`src/rtl/pmem_line_pkg.sv`:
```
// Shared definitions for the physical-memory line responder.
// Provides default line/beat geometry, the controller state type and the
// line/beat data types used by pmem_line_responder and line_beat_buffer.
package pmem_line_pkg;

    localparam int unsigned LINE_W      = 256;
    localparam int unsigned BURST_W     = 64;
    localparam int unsigned BEATS       = LINE_W / BURST_W;
    localparam int unsigned OFFSET_BITS = $clog2(LINE_W / 8);

    typedef enum logic [1:0] {
        IDLE,
        RD_BURST,
        WR_BURST,
        DONE
    } pmem_state_t;

    typedef logic [LINE_W-1:0]  line_t;
    typedef logic [BURST_W-1:0] beat_t;

endpackage

```
`src/rtl/line_beat_buffer.sv`:
```
// Line buffer and beat counter for the line responder.
// Holds one cache line and a beat index. The line is either loaded whole
// (write data) or assembled one beat at a time (read data).
// Ports:
//   clk, rst       - clock, asynchronous active-high reset
//   load_line      - load line_in into the buffer
//   line_in        - full line to load
//   capture_beat   - write beat_in into the slot selected by the counter
//   beat_in        - incoming read beat
//   advance        - increment the beat counter
//   clear          - reset the beat counter to 0
//   line_merged    - buffer contents with beat_in inserted at the current slot
//   beat_out       - buffer slice selected by the current beat index
//   last_beat      - counter is at the final beat of the line
module line_beat_buffer
    import pmem_line_pkg::*;
#(
    parameter int unsigned LINE_W  = pmem_line_pkg::LINE_W,
    parameter int unsigned BURST_W = pmem_line_pkg::BURST_W
) (
    input  logic               clk,
    input  logic               rst,
    input  logic               load_line,
    input  logic [LINE_W-1:0]  line_in,
    input  logic               capture_beat,
    input  logic [BURST_W-1:0] beat_in,
    input  logic               advance,
    input  logic               clear,
    output logic [LINE_W-1:0]  line_merged,
    output logic [BURST_W-1:0] beat_out,
    output logic               last_beat
);

    localparam int unsigned NBEATS = LINE_W / BURST_W;
    localparam int unsigned CNT_W  = (NBEATS > 1) ? $clog2(NBEATS) : 1;

    logic [LINE_W-1:0] line_q, line_d;
    logic [CNT_W-1:0]  cnt_q, cnt_d;

    always_comb begin
        line_merged = line_q;
        line_merged[BURST_W*cnt_q +: BURST_W] = beat_in;
    end

    assign beat_out  = line_q[BURST_W*cnt_q +: BURST_W];
    assign last_beat = (cnt_q == CNT_W'(NBEATS - 1));

    always_comb begin
        line_d = line_q;
        cnt_d  = cnt_q;
        if (load_line) begin
            line_d = line_in;
        end else if (capture_beat) begin
            line_d = line_merged;
        end
        if (clear) begin
            cnt_d = '0;
        end else if (advance) begin
            // Wraps to 0 after the last beat, ready for the next line.
            cnt_d = cnt_q + 1'b1;
        end
    end

    always_ff @(posedge clk or posedge rst) begin
        if (rst) begin
            line_q <= '0;
            cnt_q  <= '0;
        end else begin
            line_q <= line_d;
            cnt_q  <= cnt_d;
        end
    end

endmodule

```
`src/rtl/pmem_line_responder.sv`:
```
// Responder for the L2 cache physical-memory line interface.
// Accepts one line request (read or write) at a time and serves it as a
// BEATS-long burst on the memory side, then pulses pmem_resp for one cycle.
// Optional build macro PMEM_EARLY_RESP_EN: drops the DONE state, asserts
// pmem_resp combinationally with the final beat and bypasses the last read
// beat onto pmem_rdata in that cycle.
// Ports:
//   clk, rst                   - clock, asynchronous active-high reset
//   pmem_read, pmem_write      - line request, held until pmem_resp
//   pmem_address, pmem_wdata   - line address (offset ignored) and write data
//   pmem_rdata, pmem_resp      - registered read line, completion pulse
//   burst_read, burst_write    - memory burst request, high for whole burst
//   burst_address              - line-aligned burst address
//   burst_wdata, burst_rdata   - current write / read beat
//   burst_resp                 - memory moved one beat this cycle
module pmem_line_responder
    import pmem_line_pkg::*;
#(
    parameter int unsigned ADDR_W  = 32,
    parameter int unsigned LINE_W  = pmem_line_pkg::LINE_W,
    parameter int unsigned BURST_W = pmem_line_pkg::BURST_W
) (
    input  logic               clk,
    input  logic               rst,
    input  logic               pmem_read,
    input  logic               pmem_write,
    input  logic [ADDR_W-1:0]  pmem_address,
    input  logic [LINE_W-1:0]  pmem_wdata,
    output logic [LINE_W-1:0]  pmem_rdata,
    output logic               pmem_resp,
    output logic               burst_read,
    output logic               burst_write,
    output logic [ADDR_W-1:0]  burst_address,
    output logic [BURST_W-1:0] burst_wdata,
    input  logic [BURST_W-1:0] burst_rdata,
    input  logic               burst_resp
);

    localparam int unsigned OFF_BITS = $clog2(LINE_W / 8);

    pmem_state_t       state_q, state_d;
    logic [ADDR_W-1:0] addr_q, addr_d;
    logic [LINE_W-1:0] rdata_q, rdata_d;

    logic               load_line;
    logic               capture_beat;
    logic               advance;
    logic               clear;
    logic [LINE_W-1:0]  line_merged;
    logic [BURST_W-1:0] beat_out;
    logic               last_beat;

    line_beat_buffer #(
        .LINE_W  (LINE_W),
        .BURST_W (BURST_W)
    ) u_buf (
        .clk          (clk),
        .rst          (rst),
        .load_line    (load_line),
        .line_in      (pmem_wdata),
        .capture_beat (capture_beat),
        .beat_in      (burst_rdata),
        .advance      (advance),
        .clear        (clear),
        .line_merged  (line_merged),
        .beat_out     (beat_out),
        .last_beat    (last_beat)
    );

    assign burst_address = addr_q;

`ifdef PMEM_EARLY_RESP_EN
    // Final read beat goes straight through so the line is whole in the
    // response cycle.
    assign pmem_rdata = (state_q == RD_BURST && burst_resp && last_beat) ? line_merged
                                                                         : rdata_q;
`else
    assign pmem_rdata = rdata_q;
`endif

    always_comb begin
        state_d      = state_q;
        addr_d       = addr_q;
        rdata_d      = rdata_q;
        load_line    = 1'b0;
        capture_beat = 1'b0;
        advance      = 1'b0;
        clear        = 1'b0;
        burst_read   = 1'b0;
        burst_write  = 1'b0;
        burst_wdata  = '0;
        pmem_resp    = 1'b0;

        case (state_q)
            IDLE: begin
                if (pmem_read || pmem_write) begin
                    addr_d                 = pmem_address;
                    addr_d[OFF_BITS-1:0]   = '0;
                    load_line              = 1'b1;
                    clear                  = 1'b1;
                    // Write wins if both are asserted.
                    state_d = pmem_write ? WR_BURST : RD_BURST;
                end
            end
            RD_BURST: begin
                burst_read = 1'b1;
                if (burst_resp) begin
                    capture_beat = 1'b1;
                    advance      = 1'b1;
                    if (last_beat) begin
                        // pmem_rdata only changes once the whole line is in.
                        rdata_d = line_merged;
`ifdef PMEM_EARLY_RESP_EN
                        pmem_resp = 1'b1;
                        state_d   = IDLE;
`else
                        state_d   = DONE;
`endif
                    end
                end
            end
            WR_BURST: begin
                burst_write = 1'b1;
                burst_wdata = beat_out;
                if (burst_resp) begin
                    advance = 1'b1;
                    if (last_beat) begin
`ifdef PMEM_EARLY_RESP_EN
                        pmem_resp = 1'b1;
                        state_d   = IDLE;
`else
                        state_d   = DONE;
`endif
                    end
                end
            end
            DONE: begin
                pmem_resp = 1'b1;
                state_d   = IDLE;
            end
            default: begin
                state_d = IDLE;
            end
        endcase
    end

    always_ff @(posedge clk or posedge rst) begin
        if (rst) begin
            state_q <= IDLE;
            addr_q  <= '0;
            rdata_q <= '0;
        end else begin
            state_q <= state_d;
            addr_q  <= addr_d;
            rdata_q <= rdata_d;
        end
    end

endmodule

```
`config.mk`:
```
export PLATFORM = sky130hd
export DESIGN_NAME = pmem_line_responder
export DESIGN_NICKNAME = d
export VERILOG_FILES = /design/src/rtl/pmem_line_pkg.sv /design/src/rtl/line_beat_buffer.sv /design/src/rtl/pmem_line_responder.sv
export SDC_FILE = /design/constraint.sdc
export NUM_CORES = 1
export LEC_CHECK = 0
export ABC_CLOCK_PERIOD_IN_PS = 20900
export BUFFER_PORTS_ARGS = -buffer_cell sky130_fd_sc_hd__buf_2
export CORE_AREA = 2 2 279 281
export DETAILED_ROUTE_END_ITERATION = 12
export DIE_AREA = 0 0 281 283
export PLACE_DENSITY = 0.56
export REMOVE_ABC_BUFFERS = 1
export SYNTH_ARGS = -nofsm -noshare
export SYNTH_HDL_FRONTEND = slang
export SYNTH_SLANG_ARGS = --single-unit
```
`constraint.sdc`:
```
create_clock -name clk -period 20.9 [get_ports clk]
set_input_delay 1.045 -clock clk [delete_from_list [all_inputs] [get_ports clk]]
set_output_delay 1.045 -clock clk [all_outputs]
set_load 0.01 [all_outputs]
```
==> impl_results.md <==
- Switching share of power: 0.4155
- Fmax: 0.2222 GHz
- Final critical-path required period: 4.500 ns
- Maximum root-to-sink buffer count: 3
- Crit path DAT: 5.01 ns
- Total CTS buffers: 67
- Clock power frac: 0.219
- Number of global-route vias before repair: 24.88k
- Initial Utilization: 0.3469
- Met2 Use GR: 0.4631
- Worst-Margin Slew: 1.179 ns
- DRC: 0
- CTS tree: done
- P_sw: 2.275 mW
- Worst Clk Skew: 0.02591 ns
- Die extent in y: 283 um
- # IOs: 712
- Most frequent cells in the layout: 701 x buf_2, 541 x dfrtp_1, 307 x nand2_1, 150 x nor2_1, 149 x a21oi_1
- Critical path's largest stage delay: 0.86 ns
- Total track usage: 0.2885
- Power after layout: 5.475 mW
- Crit Path Max Fanout: 89
- Commonest non-fill, non-tap cell in the layout: buf_2
- Grt met3 use: 0.07520
- Grt met1 use: 0.3708
- Yosys top cell by area: dfrtp_1
- Cell leakage power: 15.43 nW
- Slowest cell on crit path: buf_4
- PwrDens: 166.6 nW/um^2
- Final setup vio count: 0
- Hold Buf Count CTS: 0
- Post-synth EDFFs: 0
- Setup bufs post-CTS: 0
- Required time of the worst setup path: 21.41 ns
- Post-CTS Resized: 0
- Critical path capture point type: flop
- Syn avg cell area: 10.23 sq um
- Top FF cell, synth: dfrtp_1
- Synth warnings: 0
- Antenna violations before repair: 33
- CTS Root Cell: clkbuf_16
- Die area: 79520 sq um
- Vias: 25.05k
- Total gr overflow: 0
- GR peak layer: met2
- Die Width: 281 um
- Crit path kind: flop to flop
- Seq/Total Area, Yosys: 0.5107
- Final ANT Viol Nets: 0
- Clock tree sinks: 543
- Setup WS post-layout: 16.40 ns
- Global-route wire length before repair: 170.9 mm
- Area share of the largest cell type after synthesis: 0.5107
- Internal Dissipation: 3.201 mW
- Total Neg Setup Slack: 0 ns
- Clk_lat worst skew: 0.61 ns
- Row count: 102
- Comb pwr share: 0.440
- Top cells by area, synth: dfrtp_1 51%, mux4_2 5.4%, a221o_1 5.4%, a32oi_1 4.8%, nand2_1 4.4%
- RSZ-0062 raised after global routing: no
- Critical-path cell list: buf_4, ha_1, and3_4, buf_4, buf_4, nor2_1, a21oi_1
- Final period util: 0.2153
- Detailed Route Iter0 Violations: 2226
- Core area: 76700 sq um
- Synth Register Bits: 543
- TritonRoute pass-1 iters: 6
- Clk pin slew, worst setup/hold paths: 0.06 ns
- Post-Syn Instances: 2600
- Share of power burned in registers: 0.341
- Async S/R FF share, synth: 1.000
- Register-to-register setup slack: 16.40 ns
- Final hold viol count: 0
- Area of the mapped netlist: 26610 sq um
- Layout cells sized above 1: 0.2963
- HP Class: flop to flop
- Max VDD drop: 0.0001175 V
- CP startpoint kind: flop
- WL per Instance: 27.76 um
- # port buffers: 701
- Outcome: finished clean
- DRT Wirelength: 117.8 mm
- Number of distinct library cells after synthesis: 39
- Layout Nets: 3500
- Layout area overhead: 23.50%
- Largest net degree at the start of global routing: 164
- Via density: 5.902
- DP Worst Slack: 16.30 ns
- Maxcap violations: 0
- Most frequent CP cell: buf_4
- Slew headroom: 0.2140
- Final GP Congestion: 0.8209
- HPWL Detailed: 70.29 mm
- Final Slew Violations: 0
- Max H-tree Level: 3
[flip-flops by register name, summed over array words and instances, names as in the netlist]
name	count
pmem_rdata	256
u_buf.line_q	256
burst_address	27
state_q	2
u_buf.cnt_q	2
[worst paths after layout]
path,start,endpoint,cells past startpoint
worst min register to register,burst_address[7]$_DFFE_PP0P_,burst_address[7]$_DFFE_PP0P_,2
worst max-delay path,u_buf.cnt_q[0]$_DFFE_PP0P_,pmem_rdata[221]$_DFFE_PP0P_,7
worst max register to register,u_buf.cnt_q[0]$_DFFE_PP0P_,pmem_rdata[221]$_DFFE_PP0P_,7
min in group asynchronous,rst,pmem_rdata[175]$_DFFE_PP0P_,2
max in group asynchronous,rst,burst_address[13]$_DFFE_PP0P_,5
worst min-delay path,burst_address[7]$_DFFE_PP0P_,burst_address[7]$_DFFE_PP0P_,2
[cells in the mapped netlist (2+ instances only)]
| cell type | count |
|---|---|
| a21oi_1 | 149 |
| a221o_1 | 143 |
| a31oi_1 | 108 |
| a32oi_1 | 147 |
| and2_1 | 66 |
| and3_1 | 144 |
| and3b_1 | 2 |
| and4_1 | 2 |
| buf_1 | 14 |
| buf_2 | 96 |
| buf_4 | 9 |
| buf_6 | 20 |
| clkbuf_1 | 147 |
| dfrtp_1 | 543 |
| ha_1 | 11 |
| inv_1 | 6 |
| mux2i_1 | 4 |
| mux4_2 | 64 |
| nand2_1 | 309 |
| nand3_1 | 115 |
| nand4_1 | 2 |
| nor2_1 | 150 |
| nor2b_1 | 111 |
| nor3b_1 | 3 |
| o211ai_1 | 110 |
| o21ai_0 | 84 |
| o21ai_1 | 29 |
[worst max-delay path: cells and delay by family (launching register included)]
| kind | cells | cell delay (ns) |
|---|---|---|
| flops | 1 | 0.79 |
| buf+inv | 3 | 2.38 |
| compound gates | 1 | 0.15 |
| fa+ha+maj | 1 | 0.35 |
| simple gates | 2 | 0.62 |
[final cells by class]
| cell class | count | area, sq um |
|---|---|---|
| fill | 7572 | 43840 |
| sequential | 543 | 13600 |
| multi-input combinational | 1767 | 11760 |
| timing repair buffer | 745 | 3864 |
| tap | 1040 | 1301 |
| inverter | 8 | 38.79 |
| clock buffer | 98 | 1976 |
| antenna | 21 | 52.55 |
| clock inverter | 22 | 269.0 |
[per-stage QoR]
step	utilization	instances	area (sq um)	hold WS, ns
final	0.4284	4244	32860	0.4646
after global routing	0.4282	4236	32840	0.4845
after CTS	0.4277	4223	32810	0.4721
after detailed placement	0.3985	4103	30560	0.4577
after global placement	0.3985	4103	30560	0.4572
after floorplan	-	2318	25250	0.4970
[layer usage]
layer  wire [um]  up-vias
met1       46660    12640
met2       55740     1299
li1            -    10810
met3       10910      276
met5         141        -
met4        4371       22
[power by group through the flow]
stage / registers (mW) / clock network [mW] / logic (mW)
floorplan: 1.91 / 0 / 1.38
global placement: 1.86 / 0 / 2.38
detailed placement: 1.86 / 0 / 2.40
CTS: 1.86 / 1.22 / 2.41
global route: 1.92 / 1.26 / 2.61
finish: 1.87 / 1.20 / 2.41
[cell families (layout without fill, tap and decap cells)]
group                      after synthesis  count (layout)  synth area share
xor gates and xnor gates                 1               1         0.0003292
muxes                                   68              68           0.05568
adders and majority gates               11              11          0.005173
AOI/OAI and AO/OA                      774             774            0.2091
other                                    1              26         0.0001409
buffers and inverters                  294             873           0.05290
and+or+nand+nor                        908             908            0.1660
DFF                                    543             543            0.5107
No activity file was read; power rests on OpenSTA's default activity.
